`src/rtl/i2c_entity.sv`:
```
// Single-master I2C controller for register-addressed slaves with a 16-bit pointer.
// Each bit is four DIV-clock phases; SCL/SDA are open-drain via external tristate buffers.
module i2c_entity #(
    parameter int CLK_FREQ_HZ = 100_000_000,
    parameter int I2C_FREQ_HZ = 400_000
) (
    input  logic        clock,
    input  logic        reset,
    input  logic        start,
    input  logic        is_read,
    input  logic [6:0]  slave_adress,
    input  logic [15:0] register_address,
    input  logic [9:0]  nb_of_bytes,
    input  logic [7:0]  data_in,
    input  logic        SCL_in,
    input  logic        SDA_in,
    output logic        SCL_out,
    output logic        SDA_out,
    output logic        SCL_t,
    output logic        SDA_t,
    output logic        ready,
    output logic        error_out,
    output logic [7:0]  data_out,
    output logic        data_valid,
    output logic        data_req
);
    localparam int DIV = CLK_FREQ_HZ / (4 * I2C_FREQ_HZ);
    localparam int CW  = (DIV > 1) ? $clog2(DIV) : 1;
    localparam logic [CW-1:0] C_LAST = CW'(DIV - 1);
    localparam logic [CW-1:0] C_MID  = CW'(DIV / 2);

    typedef enum logic [2:0] {
        S_IDLE, S_START, S_SEND_BYTE, S_GET_ACK,
        S_RESTART, S_READ_BYTE, S_SEND_ACK, S_STOP
    } state_t;

    typedef enum logic [2:0] {
        B_ADDR_W, B_REG_HI, B_REG_LO, B_DATA_W, B_ADDR_R
    } stage_t;

    state_t      r_state, w_state_next;
    stage_t      r_stage;
    logic [CW-1:0] r_cnt;
    logic [1:0]  r_phase;
    logic [2:0]  r_bit;
    logic [7:0]  r_shift;
    logic [9:0]  r_left;
    logic [6:0]  r_addr;
    logic [15:0] r_reg;
    logic        r_read;
    logic        r_ack;
    logic        r_error;
    logic [7:0]  r_data_out;
    logic        r_data_valid;
    logic        r_scl_meta, r_scl_sync, r_sda_meta, r_sda_sync;

    logic w_hold, w_bit_done, w_sample;

    // Phase 1 has just released SCL: wait there while a slave stretches the clock.
    assign w_hold     = (r_phase == 2'd1) && !r_scl_sync;
    assign w_bit_done = (r_phase == 2'd3) && (r_cnt == C_LAST);
    assign w_sample   = (r_phase == 2'd2) && (r_cnt == C_MID);

    assign SCL_out    = 1'b0;
    assign SDA_out    = 1'b0;
    assign error_out  = r_error;
    assign data_out   = r_data_out;
    assign data_valid = r_data_valid;

    always_ff @(posedge clock or posedge reset) begin
        if (reset) begin
            r_state <= S_IDLE;
        end else begin
            r_state <= w_state_next;
        end
    end

    always_comb begin
        w_state_next = r_state;
        case (r_state)
            S_IDLE:      if (start) w_state_next = S_START;
            S_START:     if (w_bit_done) w_state_next = S_SEND_BYTE;
            S_SEND_BYTE: if (w_bit_done && r_bit == 3'd0) w_state_next = S_GET_ACK;
            S_GET_ACK: begin
                if (w_bit_done) begin
                    if (!r_ack) begin
                        w_state_next = S_STOP;
                    end else begin
                        case (r_stage)
                            B_ADDR_W, B_REG_HI: w_state_next = S_SEND_BYTE;
                            B_REG_LO: begin
                                if (r_left == 10'd0)  w_state_next = S_STOP;
                                else if (r_read)      w_state_next = S_RESTART;
                                else                  w_state_next = S_SEND_BYTE;
                            end
                            B_DATA_W: w_state_next = (r_left == 10'd1) ? S_STOP : S_SEND_BYTE;
                            B_ADDR_R: w_state_next = S_READ_BYTE;
                            default:  w_state_next = S_STOP;
                        endcase
                    end
                end
            end
            S_RESTART:   if (w_bit_done) w_state_next = S_SEND_BYTE;
            S_READ_BYTE: if (w_bit_done && r_bit == 3'd0) w_state_next = S_SEND_ACK;
            S_SEND_ACK:  if (w_bit_done) w_state_next = (r_left == 10'd1) ? S_STOP : S_READ_BYTE;
            S_STOP:      if (w_bit_done) w_state_next = S_IDLE;
            default:     w_state_next = S_IDLE;
        endcase
    end

    always_comb begin
        ready    = (r_state == S_IDLE);
        SCL_t    = 1'b1;
        SDA_t    = 1'b1;
        data_req = (r_state == S_GET_ACK) && w_bit_done && r_ack &&
                   (((r_stage == B_REG_LO) && !r_read && (r_left != 10'd0)) ||
                    ((r_stage == B_DATA_W) && (r_left != 10'd1)));
        case (r_state)
            S_IDLE: ;
            S_START: begin
                SCL_t = (r_phase != 2'd3);
                SDA_t = (r_phase < 2'd2);
            end
            S_RESTART: begin
                SCL_t = (r_phase == 2'd1) || (r_phase == 2'd2);
                SDA_t = (r_phase < 2'd2);
            end
            S_SEND_BYTE: begin
                SCL_t = (r_phase == 2'd1) || (r_phase == 2'd2);
                SDA_t = r_shift[7];
            end
            S_GET_ACK, S_READ_BYTE: begin
                SCL_t = (r_phase == 2'd1) || (r_phase == 2'd2);
            end
            S_SEND_ACK: begin
                SCL_t = (r_phase == 2'd1) || (r_phase == 2'd2);
                SDA_t = (r_left == 10'd1);
            end
            S_STOP: begin
                SCL_t = (r_phase != 2'd0);
                SDA_t = (r_phase == 2'd3);
            end
            default: ;
        endcase
    end

    always_ff @(posedge clock or posedge reset) begin
        if (reset) begin
            r_scl_meta   <= 1'b1;
            r_scl_sync   <= 1'b1;
            r_sda_meta   <= 1'b1;
            r_sda_sync   <= 1'b1;
            r_cnt        <= '0;
            r_phase      <= 2'd0;
            r_bit        <= 3'd7;
            r_shift      <= 8'h00;
            r_stage      <= B_ADDR_W;
            r_left       <= 10'd0;
            r_addr       <= 7'h00;
            r_reg        <= 16'h0000;
            r_read       <= 1'b0;
            r_ack        <= 1'b0;
            r_error      <= 1'b0;
            r_data_out   <= 8'h00;
            r_data_valid <= 1'b0;
        end else begin
            r_scl_meta   <= SCL_in;
            r_scl_sync   <= r_scl_meta;
            r_sda_meta   <= SDA_in;
            r_sda_sync   <= r_sda_meta;
            r_data_valid <= 1'b0;

            if (r_state == S_IDLE) begin
                r_cnt   <= '0;
                r_phase <= 2'd0;
            end else if (!w_hold) begin
                if (r_cnt == C_LAST) begin
                    r_cnt   <= '0;
                    r_phase <= r_phase + 2'd1;
                end else begin
                    r_cnt <= r_cnt + 1'b1;
                end
            end

            case (r_state)
                S_IDLE: begin
                    if (start) begin
                        r_addr  <= slave_adress;
                        r_reg   <= register_address;
                        r_read  <= is_read;
                        r_left  <= nb_of_bytes;
                        r_error <= 1'b0;
                        r_shift <= {slave_adress, 1'b0};
                        r_stage <= B_ADDR_W;
                        r_bit   <= 3'd7;
                    end
                end
                S_SEND_BYTE: begin
                    if (w_bit_done) begin
                        r_shift <= {r_shift[6:0], 1'b0};
                        r_bit   <= r_bit - 3'd1;
                    end
                end
                S_GET_ACK: begin
                    if (w_sample) r_ack <= !r_sda_sync;
                    if (w_bit_done) begin
                        if (!r_ack) begin
                            r_error <= 1'b1;
                        end else begin
                            case (r_stage)
                                B_ADDR_W: begin
                                    r_shift <= r_reg[15:8];
                                    r_stage <= B_REG_HI;
                                end
                                B_REG_HI: begin
                                    r_shift <= r_reg[7:0];
                                    r_stage <= B_REG_LO;
                                end
                                B_REG_LO: begin
                                    if (r_left != 10'd0) begin
                                        if (r_read) begin
                                            r_shift <= {r_addr, 1'b1};
                                            r_stage <= B_ADDR_R;
                                        end else begin
                                            r_shift <= data_in;
                                            r_stage <= B_DATA_W;
                                        end
                                    end
                                end
                                B_DATA_W: begin
                                    r_left <= r_left - 10'd1;
                                    if (r_left != 10'd1) r_shift <= data_in;
                                end
                                default: ;
                            endcase
                        end
                    end
                end
                S_READ_BYTE: begin
                    if (w_sample) begin
                        r_shift <= {r_shift[6:0], r_sda_sync};
                        if (r_bit == 3'd0) begin
                            r_data_out   <= {r_shift[6:0], r_sda_sync};
                            r_data_valid <= 1'b1;
                        end
                    end
                    if (w_bit_done) r_bit <= r_bit - 3'd1;
                end
                S_SEND_ACK: begin
                    if (w_bit_done) r_left <= r_left - 10'd1;
                end
                default: ;
            endcase
        end
    end
endmodule

```
`config.mk`:
```
export PLATFORM = sky130hd
export DESIGN_NAME = i2c_entity
export DESIGN_NICKNAME = d
export VERILOG_FILES = /design/src/rtl/i2c_entity.sv
export SDC_FILE = /design/constraint.sdc
export NUM_CORES = 1
export LEC_CHECK = 0
export ABC_AREA = 1
export BUFFER_PORTS_ARGS = -buffer_cell sky130_fd_sc_hd__buf_4
export CAP_MARGIN = 5
export CORE_MARGIN = 2
export CORE_UTILIZATION = 52
export CTS_CLUSTER_DIAMETER = 50
export DETAILED_ROUTE_END_ITERATION = 10
export HOLD_SLACK_MARGIN = 0.05
export PLACE_DENSITY = 0.74
export SYNTH_ARGS = -nofsm -noshare
export SYNTH_HDL_FRONTEND = slang
export SYNTH_SLANG_ARGS = --single-unit
```
`constraint.sdc`:
```
create_clock -name clock -period 2.3 [get_ports clock]
set_input_delay 0.46 -clock clock [delete_from_list [all_inputs] [get_ports clock]]
set_output_delay 0.46 -clock clock [all_outputs]
set_load 0.02 [all_outputs]
```
==> flow_metrics.tcl <==
set metrics [dict create \
    ctsHtreeMaxLevel 3 \
    rsz0062_at_grt "false" \
    fin_crit_sh 0.9565 \
    finalCriticalPeriod_ns 2.200 \
    hold_class "in2async" \
    route.detailed.drc 0 \
    netlist_top_cells_area "dfrtp_1, nand2_1, o21ai_0, inv_1, nand3_1" \
    cts_sinks 74 \
    critPathCaptureType "output pin" \
    power_frac_comb 0.510 \
    hold_viol 0 \
    synth-seq-cells 74 \
    yosysTopAreaCell "dfrtp_1" \
    synth-edff-count 0 \
    num_rows 33 \
    synth_seq_area_share 0.4289 \
    dp.final_hpwl_um 7325 \
    p_int_w 0.003353 \
    diodes 0 \
    setup_viol 0 \
    worstMarginPinSlew_ns 0.6751 \
    vias 4002 \
    p_per_area_nw_per_um2 1257 \
    layout.nets 723 \
    seqPwrFrac 0.342 \
    gp_congestion 0.9207 \
    totalPowerFinal_w 0.006488 \
    port_buffers 60 \
    viasPerCell 5.164 \
    cp-start-kind "flop" \
    peakVddDrop_mv 0.5720 \
    worstSetupPathType "reg2out" \
    yosys_warnings 0 \
    drive_above_1_share 0.1881 \
    clock_latency_ns 0.36 \
    grt_pass1_vias 3659 \
    detail-route-antenna-nets 0 \
    worstReg2RegStart "r_state[2]" \
    area_delta_synth_final_pct 18.95 \
    drv_slew 0 \
    skew_ns 0.009942 \
    fin_tns_setup_ns 0 \
    p_sw_frac 0.4831 \
    wl_per_cell_um 12.77 \
    switchingPower_w 0.003135 \
    synth_area_um2 4338 \
    cts_tree "yes" \
    cts_made_buffers 9 \
    status "completed" \
    drv_cap 0 \
    synth_cells 602 \
    synth_ff_type "dfrtp_1" \
    core-area_um2 8134 \
    worst-path-max-fanout 5 \
    r2r_end "r_left[0]" \
    max_slew_margin 0.5494 \
    cts-root-buf "clkbuf_8" \
    synth_top_area_share 0.3865 \
    arrival_ns 1.74 \
    ios 63 \
    p_leak_nw 2.690 \
    p_clk_frac 0.149 \
    grt_use_total 0.2348 \
    clk_path_buf_depth 2 \
    synth_cell_type_count 37 \
    crit_path_start "r_left[0]" \
    timing.fmax_ghz 0.4546 \
    largest_reg_flops 16 \
    initial_core_util 0.5333 \
    worstSetupEndpoint "data_req" \
    die_h_um 95.34 \
    whs_ns 0.1391 \
    routed_wl_um 9894 \
    drt_iter0_drc 250 \
    die_area_um2 9089 \
    grt_pass1_wl_um 16820 \
    r2r_cells 9 \
    antenna_found_initial 0 \
    syn_avg_cell_area_um2 7.206 \
    worstPathRequired_ns 1.84 \
    synthArstFlopShare 1.000 \
    path_clk_slew_ns 0.09 \
    drt-pass1-iter-count 4 \
    grt_max_degree 51 \
    grt.overflow.total 0 \
    r2r_slack_ns 0.33 \
    die_w_um 95.34 \
]
## critical path: stages (launching register included)
cell and delay [ns]:
dfrtp_1 0.41, inv_1 0.14, ha_1 0.18, nand2_1 0.07
o21ai_0 0.17, o21ai_0 0.10, nor3b_2 0.16, buf_4 0.15
## cells in the mapped netlist, types with 2 or more instances
| cell type | n |
|---|---|
| nand4_1 | 12 |
| o211ai_1 | 8 |
| a31oi_1 | 2 |
| nand2_2 | 3 |
| nand2_4 | 2 |
| nand2_1 | 189 |
| inv_1 | 74 |
| ha_1 | 11 |
| dfstp_2 | 7 |
| buf_2 | 6 |
| nand3_2 | 2 |
| nand3_1 | 49 |
| inv_2 | 4 |
| o21ai_0 | 56 |
| clkbuf_1 | 6 |
| dfrtp_1 | 67 |
| a21oi_1 | 15 |
| nor2_4 | 6 |
| nor2_1 | 54 |
| buf_4 | 3 |
| o21ai_1 | 10 |
## placed cells by master, fill, tap and decap left out, drive strengths merged
cell type  synthesis  final
mux2i              1      1
a2bb2oi            1      1
nand3b             1      1
conb               1      2
dfstp              7      7
nor3b              1      1
o22ai              1      1
o2111ai            1      1
nand2            194    194
clkinvlp           0      4
o21bai             1      1
o21ai             67     67
nand4             12     12
xnor2              1      1
nand3             52     52
a21oi             15     15
clkinv             0      1
buf               10     67
o21a               1      1
ha                11     11
nor3               1      1
dfrtp             67     67
clkbuf             6      9
a21boi             1      1
o211ai             8      8
nor2              60     60
or2                1      1
a31oi              2      2
inv               78     80
## cell type report
type	instances	area [um2]
Clock inverter	7	60.06
Sequential cell	74	1866
Timing Repair Buffer	67	515.5
Clock buffer	9	123.9
Fill cell	734	2974
Tap cell	105	131.4
Multi-Input combinational cell	435	2165
Inverter	78	299.0
## what timing repair did
item	CTS	global route
hold buffers	0	0
endpoints found under the setup margin	2	2
setup buffers	0	1
gates resized for setup	6	15
hold endpoints to repair	0	0
pin swaps	0	1
gates cloned	0	0
## power by group through the flow
stage	clock network (W)	registers (W)	logic (W)
floorplan	0	0.00207	0.00259
global placement	0	0.00219	0.00315
detailed placement	0	0.00220	0.00323
CTS	0.000996	0.00219	0.00325
global route	0.00105	0.00229	0.00379
finish	0.000964	0.00222	0.00331
## how the worst min path moves through the flow
| stage | to | startpoint | cells after the start | slack [ns] |
|---|---|---|---|---|
| finish | data_out[2] | reset | 2 | 0.14 |
| CTS | data_out[2] | reset | 2 | 0.15 |
| global placement | r_scl_sync | r_scl_meta | 0 | 0.35 |
| detailed placement | r_scl_sync | r_scl_meta | 0 | 0.35 |
| global route | data_out[2] | reset | 2 | 0.17 |
| floorplan | r_scl_sync | r_scl_meta | 0 | 0.35 |
## cell families after synthesis
family                     Yosys count  share of synthesized area
other                                1                  0.0008645
and+or+nand+nor                    322                     0.3239
muxes                                1                   0.002308
adders and majority gates           11                    0.03173
DFF                                 74                     0.4289
buffers and inverters               94                    0.08739
AOI/OAI and AO/OA                   98                     0.1229
xor gates and xnor gates             1                   0.002019
## stage by stage
stage | instance area, um2 | cells | setup WS [ns] | utilization
2_1_floorplan | 4345 | 603 | 0.3002 | -
6_report | 5160 | 775 | 0.1001 | 0.6344
3_5_place_dp | 4898 | 758 | 0.1956 | 0.6022
5_1_grt | 5160 | 775 | 0.003733 | 0.6344
3_3_place_gp | 4898 | 758 | 0.2985 | 0.6022
4_1_cts | 5101 | 774 | 0.002736 | 0.6271
## layer usage
metal  vias up  wire length [um]  global-route usage
met5         -                 0                   0
met4         0                99             0.06401
met3        10               452             0.04743
met2        84              4659              0.3668
met1      1848              4682              0.3328
li1       2060                 -                   -
Power figures use the tool's default switching activity.
